<file path="config.mk">
export PLATFORM = sky130hd
export DESIGN_NAME = mem_arbiter
export DESIGN_NICKNAME = d
export VERILOG_FILES = /design/src/rtl/mem_arbiter_pkg.sv /design/src/rtl/mem_arbiter_pick.sv /design/src/rtl/mem_arbiter.sv
export SDC_FILE = /design/constraint.sdc
export NUM_CORES = 1
export LEC_CHECK = 0
export CAP_MARGIN = 20
export CORE_MARGIN = 2
export CORE_UTILIZATION = 45
export CTS_BUF_LIST = sky130_fd_sc_hd__clkbuf_4
export CTS_CLUSTER_DIAMETER = 100
export DETAILED_ROUTE_END_ITERATION = 7
export GPL_TIMING_DRIVEN = 0
export HOLD_SLACK_MARGIN = 0.12
export PLACE_DENSITY_LB_ADDON = 0.15
export SLEW_MARGIN = 20
export SYNTH_ARGS = -nofsm -noshare
export SYNTH_HDL_FRONTEND = slang
export SYNTH_SLANG_ARGS = --single-unit
</file>
<file path="constraint.sdc">
create_clock -name clk -period 2.2 [get_ports clk]
set_input_delay 0.55 -clock clk [delete_from_list [all_inputs] [get_ports clk]]
set_output_delay 0.55 -clock clk [all_outputs]
set_load 0.005 [all_outputs]
</file>
<file path="src/rtl/mem_arbiter_pkg.sv">
// Shared state and grant encodings for the mem_arbiter block.
// The optional round-robin arbitration is selected with MEM_ARBITER_RR_EN.
package mem_arbiter_pkg;

    localparam int STATE_W = 3;

    localparam logic [STATE_W-1:0] IDLE  = 3'd0;
    localparam logic [STATE_W-1:0] I_LO  = 3'd1;
    localparam logic [STATE_W-1:0] I_HI  = 3'd2;
    localparam logic [STATE_W-1:0] D_ACC = 3'd3;
    localparam logic [STATE_W-1:0] DONE  = 3'd4;

    localparam logic GRANT_I = 1'b0;
    localparam logic GRANT_D = 1'b1;

endpackage

</file>
<file path="src/rtl/mem_arbiter_pick.sv">
// Grant selection between instruction and data ports while the arbiter is idle.
// MEM_ARBITER_RR_EN: defined -> alternate on contention; undefined -> data always wins.
module mem_arbiter_pick
    import mem_arbiter_pkg::*;
(
`ifdef MEM_ARBITER_RR_EN
    input  logic clk,
    input  logic rst,
`endif
    input  logic i_req,
    input  logic d_req,
    input  logic idle,
    output logic grant_i,
    output logic grant_d
);

`ifdef MEM_ARBITER_RR_EN
    logic last_grant_q, last_grant_d;

    // On contention the port that did not win last time is served.
    always_comb begin
        grant_d      = idle && d_req && !(i_req && (last_grant_q == GRANT_D));
        grant_i      = idle && i_req && !grant_d;
        last_grant_d = last_grant_q;
        if (grant_d) begin
            last_grant_d = GRANT_D;
        end else if (grant_i) begin
            last_grant_d = GRANT_I;
        end
    end

    always_ff @(posedge clk or posedge rst) begin
        if (rst) begin
            last_grant_q <= GRANT_D;
        end else begin
            last_grant_q <= last_grant_d;
        end
    end
`else
    assign grant_d = idle && d_req;
    assign grant_i = idle && i_req && !d_req;
`endif

endmodule

</file>
<file path="src/rtl/mem_arbiter.sv">
// Muxes an instruction fetch port (two-byte reads) and a byte data port onto one memory port.
// Optional round-robin contention handling is enabled by MEM_ARBITER_RR_EN.
//
// Handshake: a client raises req and holds it until it sees its one-cycle ready pulse;
// once granted the transaction always completes, and read data stays stable until the
// same port's next capture. On the memory side mem_rd/mem_wr plus address and write data
// are held unchanged until mem_ack is sampled high on a rising edge.
module mem_arbiter
    import mem_arbiter_pkg::*;
#(
    parameter int M_WIDTH    = 8,
    parameter int INST_WIDTH = 2 * M_WIDTH
) (
    input  logic                  clk,
    input  logic                  rst,
    input  logic                  i_req,
    input  logic [M_WIDTH-1:0]    i_addr,
    output logic [INST_WIDTH-1:0] i_rdata,
    output logic                  i_ready,
    input  logic                  d_req,
    input  logic                  d_we,
    input  logic [M_WIDTH-1:0]    d_addr,
    input  logic [M_WIDTH-1:0]    d_wdata,
    output logic [M_WIDTH-1:0]    d_rdata,
    output logic                  d_ready,
    output logic [M_WIDTH-1:0]    mem_addr,
    output logic [M_WIDTH-1:0]    mem_wdata,
    output logic                  mem_rd,
    output logic                  mem_wr,
    input  logic [M_WIDTH-1:0]    mem_rdata,
    input  logic                  mem_ack,
    output logic [STATE_W-1:0]    dbg_state
);

    logic [STATE_W-1:0]    state_q, state_d;
    logic [M_WIDTH-1:0]    mem_addr_q, mem_addr_d;
    logic [M_WIDTH-1:0]    mem_wdata_q, mem_wdata_d;
    logic [M_WIDTH-1:0]    d_rdata_q, d_rdata_d;
    logic [INST_WIDTH-1:0] i_rdata_q, i_rdata_d;
    logic                  mem_rd_q, mem_rd_d;
    logic                  mem_wr_q, mem_wr_d;
    logic                  i_ready_q, i_ready_d;
    logic                  d_ready_q, d_ready_d;
    logic                  grant_i, grant_d;

    mem_arbiter_pick u_pick (
`ifdef MEM_ARBITER_RR_EN
        .clk     (clk),
        .rst     (rst),
`endif
        .i_req   (i_req),
        .d_req   (d_req),
        .idle    (state_q == IDLE),
        .grant_i (grant_i),
        .grant_d (grant_d)
    );

    always_ff @(posedge clk or posedge rst) begin
        if (rst) begin
            state_q     <= IDLE;
            mem_addr_q  <= '0;
            mem_wdata_q <= '0;
            d_rdata_q   <= '0;
            i_rdata_q   <= '0;
            mem_rd_q    <= 1'b0;
            mem_wr_q    <= 1'b0;
            i_ready_q   <= 1'b0;
            d_ready_q   <= 1'b0;
        end else begin
            state_q     <= state_d;
            mem_addr_q  <= mem_addr_d;
            mem_wdata_q <= mem_wdata_d;
            d_rdata_q   <= d_rdata_d;
            i_rdata_q   <= i_rdata_d;
            mem_rd_q    <= mem_rd_d;
            mem_wr_q    <= mem_wr_d;
            i_ready_q   <= i_ready_d;
            d_ready_q   <= d_ready_d;
        end
    end

    always_comb begin
        state_d = state_q;
        case (state_q)
            IDLE: begin
                if (grant_d) begin
                    state_d = D_ACC;
                end else if (grant_i) begin
                    state_d = I_LO;
                end
            end
            I_LO:    if (mem_ack) state_d = I_HI;
            I_HI:    if (mem_ack) state_d = DONE;
            D_ACC:   if (mem_ack) state_d = DONE;
            default: state_d = IDLE;
        endcase
    end

    // Ready pulses default low: they are only raised on entry to DONE, which lasts one cycle.
    always_comb begin
        mem_addr_d  = mem_addr_q;
        mem_wdata_d = mem_wdata_q;
        d_rdata_d   = d_rdata_q;
        i_rdata_d   = i_rdata_q;
        mem_rd_d    = mem_rd_q;
        mem_wr_d    = mem_wr_q;
        i_ready_d   = 1'b0;
        d_ready_d   = 1'b0;
        case (state_q)
            IDLE: begin
                if (grant_d) begin
                    mem_addr_d  = d_addr;
                    mem_wdata_d = d_wdata;
                    mem_wr_d    = d_we;
                    mem_rd_d    = !d_we;
                end else if (grant_i) begin
                    mem_addr_d = i_addr;
                    mem_rd_d   = 1'b1;
                end
            end
            I_LO: begin
                if (mem_ack) begin
                    i_rdata_d[M_WIDTH-1:0] = mem_rdata;
                    mem_addr_d             = mem_addr_q + M_WIDTH'(1);
                end
            end
            I_HI: begin
                if (mem_ack) begin
                    i_rdata_d[INST_WIDTH-1:M_WIDTH] = mem_rdata;
                    mem_rd_d                        = 1'b0;
                    i_ready_d                       = 1'b1;
                end
            end
            D_ACC: begin
                if (mem_ack) begin
                    if (mem_rd_q) begin
                        d_rdata_d = mem_rdata;
                    end
                    mem_rd_d  = 1'b0;
                    mem_wr_d  = 1'b0;
                    d_ready_d = 1'b1;
                end
            end
            default: ;
        endcase
    end

    assign mem_addr  = mem_addr_q;
    assign mem_wdata = mem_wdata_q;
    assign mem_rd    = mem_rd_q;
    assign mem_wr    = mem_wr_q;
    assign i_rdata   = i_rdata_q;
    assign i_ready   = i_ready_q;
    assign d_rdata   = d_rdata_q;
    assign d_ready   = d_ready_q;
    assign dbg_state = state_q;

endmodule

</file>
* Yosys cells after proc, flatten, opt, wreduce, memory -nomap -nowiden
Index checks and enable logic that the tools add are counted.
** Word-level totals
- Bits in registers :: 47
- Bits in latches :: 0
- RAM bits :: 0
- Memory bits (read-only) :: 0
- Input bits :: 38
- Memories :: 0
** Cells by class
- $add $sub $neg :: 1
- Multipliers :: 0
- Div/mod/pow operators :: 0
- Order comparisons :: 0
- Eq/ne operators :: 8
- Shift operators :: 0
- Muxes and demuxes :: 18
- Bitwise gates (word level) :: 0
- Reductions and logical operators :: 18
** Operators by type and width (count)
- $mux W8 :: 3
- $pmux W8 S2 :: 1
- $reduce_and A3 Y1 :: 5
- $mux W3 :: 4
- $pmux W3 S3 :: 1
- $add A8 B1 Y8 const B :: 1
- $mux W1 :: 7
- $eq A3 B2 Y1 const B :: 2
- $ne A2 B2 Y1 const B :: 3
- $reduce_and A2 Y1 :: 3
- $reduce_bool A2 Y1 :: 3
- $pmux W1 S2 :: 2
- $eq A3 B1 Y1 const B :: 1
- $logic_and A1 B1 Y1 :: 3
- $logic_not A3 Y1 :: 1
- $ne A3 B3 Y1 const B :: 1
- $logic_not A1 Y1 :: 2
- $ne A2 B1 Y1 const B :: 1
- $reduce_or A2 Y1 :: 1

* Logic depth before layout (Yosys ltp)
- Depth after elaboration :: 6
- Depth in mapped cells :: 6

* Modules after synthesis
A second synthesis with hierarchy kept.
** Unflattened totals
- Cell total of the unflattened synthesis :: 169
- Area total of the unflattened synthesis :: 2155.8 um2
** Modules (own cells, without submodules)
- mem_arbiter :: times used 1, cells an instance 167, area each 2139.6 um2
- mem_arbiter_pick :: times used 1, cells an instance 2, area each 16.3 um2

* Worst setup path after synthesis
Ideal clock, no wire load.
- Kind :: register to register
- From :: register state_q[1] (netlist: dbg_state[1])
- To :: register mem_addr_q[7] (netlist: mem_addr[7])
- Arrival :: 1584 ps
- Data required time :: 2135 ps
- Slack :: 550 ps
- Cell stages (with the launch flop) :: 6
- Cells stage by stage :: dfrtp_1 > buf_6 > or3b_4 > or4_1 > nand3_1 > a22o_1
** On the way
- Cells in the longest elaborated chain, start to end :: 5
** Ends and longest elaborated chain
- from (decl) :: line mem_arbiter.sv:35 : logic [STATE_W-1:0] state_q, state_d;
- from (signal assigned) :: line mem_arbiter.sv:70 : state_q <= state_d;
- $logic_not A3 Y1 :: line mem_arbiter.sv:53, mem_arbiter.sv:109
- $logic_and A1 B1 Y1 (2 in a row) :: line mem_arbiter_pick.sv:41 : assign grant_i = idle && i_req && !d_req;
- $ne A3 B3 Y1 (no source line)
- $reduce_and A3 Y1 (no source line)
- to (signal assigned) :: line mem_arbiter.sv:71 : mem_addr_q <= mem_addr_d;
- to (decl) :: line mem_arbiter.sv:36 : logic [M_WIDTH-1:0] mem_addr_q, mem_addr_d;
Parallel ways exist; a longest one is shown, timed or not.
A chain may end at the register's enable or synchronous reset.

* Final worst setup path
- From :: input d_req
- To :: register mem_addr_q[3] (netlist: mem_addr[3])
** On the way
- Cells in the longest elaborated chain, start to end :: 4
** Ends and longest elaborated chain
- from (decl) :: line mem_arbiter.sv:20 : input logic d_req,
- $logic_not A1 Y1 :: line mem_arbiter_pick.sv:41
- $logic_and A1 B1 Y1 :: line mem_arbiter_pick.sv:41
- $ne A3 B3 Y1 (no source line)
- $reduce_and A3 Y1 (no source line)
Parallel ways exist; a longest one is shown, timed or not.

==> results by group <==
Placed design
  – Worst slack at placement: -0.2197 ns
  – Number of port buffers: 84
  – Post-DP HPWL: 3753 um
  – RePlAce Congestion: 0.8543

Logic synthesis
  – Main flop type after synthesis: dfrtp_1
  – Async SR Flop Fraction: 100.0%
  – Synth cell types: 43
  – Syn Inst Count: 181
  – Mapped Area: 2137 um2
  – Synthesized Nets: 220
  – Yosys warns: 0
  – Synth top area share: 55.04%
  – Post-synth top area cell: dfrtp_1
  – Flops & latches, synth: 47
  – Register area share after synthesis: 55.04%
  – Post-synth EDFFs: 0
  – Top area cells in the synthesized netlist: dfrtp_1, mux2_2, o21ai_0, nand2_1, nor2_1
  – Syn avg cell area: 11.81 um2

Power
  – Clock share of power: 15.6%
  – Logic gate share of total power: 48.1%
  – Sequential fraction of design power: 36.3%
  – Pwr per Cell Area: 1330 nW/um2
  – Leak pwr: 0.001334 uW
  – Switching pwr: 1302 uW
  – Worst VDD drop: 0.7358 mV
  – Internal power: 2921 uW
  – Switching share of total power: 30.84%

STA
  – Worst clock skew: 0.01163 ns
  – Setup WS post-layout: 0.1797 ns
  – Fin. Hold Viols: 0
  – Slew HR: 61.49%
  – Fmax: 0.4950 GHz
  – Worst-Margin Slew: 0.5687 ns
  – Unrepaired setup endpoints after global routing: no
  – Setup-failing EPs final: 0
  – Fin crit share: 91.83%
  – Total negative setup slack: 0 ns
  – Min cycle time layout: 2.020 ns
  – Final slew viol count: 0

Worst setup path
  – Worst Setup End Kind: flip-flop
  – CP required: 2.46 ns
  – Crit Path Max Fanout: 10
  – Arrival time worst endpoint: 2.28 ns
  – R2r worst-path depth: 6
  – CP Class: primary input to flip-flop
  – CP Launch Type: primary input

GRT
  – Global-route wire length before repair: 8493 um
  – Vias in the first global route: 1746
  – Antenna violations before repair: 0
  – GRT Total Usage: 21.08%
  – Largest net degree at the start of global routing: 28
  – Congestion Overflow GR: 0

Floorplan
  – CORE AREA: 4661 um2
  – IO Pins: 85
  – Chip width: 72.91 um
  – FP Rows: 25
  – Die area: 5316 um2
  – Die Ht: 72.91 um
  – Initial Util: 45.85%

CTS
  – CTS tree: done
  – Total CTS buffers: 5
  – Clock sink count: 47
  – Root buffer cell: clkbuf_4
  – Post-CTS Setup Bufs: 0
  – Worst-path clk slew: 0.15 ns
  – CTS Buffer Depth: 2
  – Hold buffers post-CTS: 0
  – Clock Latency Late Sink: 0.37 ns
  – H-Tree Level Count: 2

Route
  – DRT Pass-1 Iters: 4
  – Final ANT Viol Nets: 0
  – Via/cell ratio: 5.405
  – Initial DRC count: 126
  – DRC: 0
  – Via count: 1773
  – WL/cell: 15.71 um
  – WL final: 5153 um

Status
  – Status: finished, final reports clean

Layout
  – Layout cells sized above 1: 20.07%
  – P&R area growth vs syn: 48.60%
  – Nets: 312
  – # diodes: 0
  – Final core utilization: 68.13%

Job
  – Number of max-cap violations: 0

Worst hold path
  – Min-Delay Path Class: primary input to async pin
==> routing by layer <==
layer / GRT usage [%] / vias up / wire length, um
li1: - / 835 / -
met1: 27.64 / 863 / 2162
met2: 32.63 / 63 / 2535
met3: 6.492 / 12 / 321
met4: 8.642 / 0 / 133
met5: 0 / - / 0
==> power by group through the flow <==
stage	registers (uW)	logic [uW]	clock network, uW
after global routing	1590	2220	716
after CTS	1530	2060	674
after global placement	1530	2010	0
after detailed placement	1550	2040	0
after floorplan	1560	917	0
final	1530	2030	660
==> cell type report <==
type / instances / area (um2)
buffer: 10 / 52.55
clock buffer: 5 / 37.54
clock inverter: 3 / 71.32
fill: 375 / 1485
inverter: 5 / 18.77
multi-input combinational: 119 / 890.9
sequential: 47 / 1176
tap: 54 / 67.56
timing repair buffer: 85 / 860.8
==> through the flow <==
stage                     power, uW  cells  instance area (um2)  hold slack (ns)
final                          4223    328                 3176           0.4981
after floorplan                2474    181                 2137           0.5041
after detailed placement       3589    320                 3065           0.4922
after CTS                      4264    328                 3174           0.5030
after global routing           4526    328                 3176           0.5191
after global placement         3540    319                 3045           0.4866
==> Yosys cell counts (3+ instances only) <==
library cell / number
nand3_1: 6
o22ai_1: 4
nand2_1: 11
o21ai_0: 9
clkbuf_1: 3
buf_2: 4
mux2_2: 32
dfrtp_1: 47
nand2b_1: 4
a21oi_1: 3
nor2_1: 10
nor2b_1: 3
inv_1: 5
nand4_1: 3
a31oi_1: 3
==> cell usage in the layout, fill, tap and decap left out, types with 3 or more instances in the layout <==
| cell | instances |
|---|---|
| a21oi_1 | 3 |
| a31oi_1 | 3 |
| buf_2 | 4 |
| clkbuf_4 | 5 |
| clkdlybuf4s50_1 | 84 |
| dfrtp_1 | 47 |
| inv_1 | 4 |
| mux2_2 | 32 |
| nand2_1 | 11 |
| nand2b_1 | 4 |
| nand3_1 | 6 |
| nand4_1 | 3 |
| nor2_1 | 10 |
| nor2b_1 | 3 |
| o21ai_0 | 9 |
| o22ai_1 | 4 |
==> repair_timing <==
| item | 4_1_cts | 5_1_grt |
|---|---|---|
| setup endpoints to repair | 0 | 1 |
| hold endpoints to repair | 0 | 0 |
| gates resized for setup | 0 | 2 |
==> cells by family after synthesis <==
| logic type | share of synthesized area (%) |
|---|---|
| AO/OA/AOI/OAI | 10.89 |
| buffers and inverters | 3.278 |
| flip-flops | 55.04 |
| multiplexers | 17.33 |
| adder cells (fa/ha/maj) | 0.5854 |
| AND/OR/NAND/NOR | 12.88 |
==> registers in the layout, indices dropped and copies added (netlist names) <==
register   flops
mem_rd         1
mem_wdata      8
d_ready        1
dbg_state      3
d_rdata        8
mem_wr         1
mem_addr       8
i_ready        1
i_rdata       16
==> path summary, 6_finish.rpt <==
check | slack [ns] | to | from
worst min-delay path | 0.50 | mem_rd | rst
worst max-delay path | 0.18 | mem_addr[3] | d_req
worst max register to register | 0.25 | mem_addr[3] | dbg_state[2]
worst min register to register | 0.52 | mem_wdata[0] | mem_wdata[0]
max in group asynchronous | 1.19 | mem_addr[2] | rst
min in group clk | 0.52 | mem_wdata[0] | mem_wdata[0]
==> worst max-delay path, stage by stage <==
cell	delay (ns)
clkdlybuf4s50_1	0.52
clkbuf_1	0.35
nor2_1	0.14
nor3_1	0.43
nand2_1	0.15
o311a_1	0.14
Power figures use the tool's default switching activity.
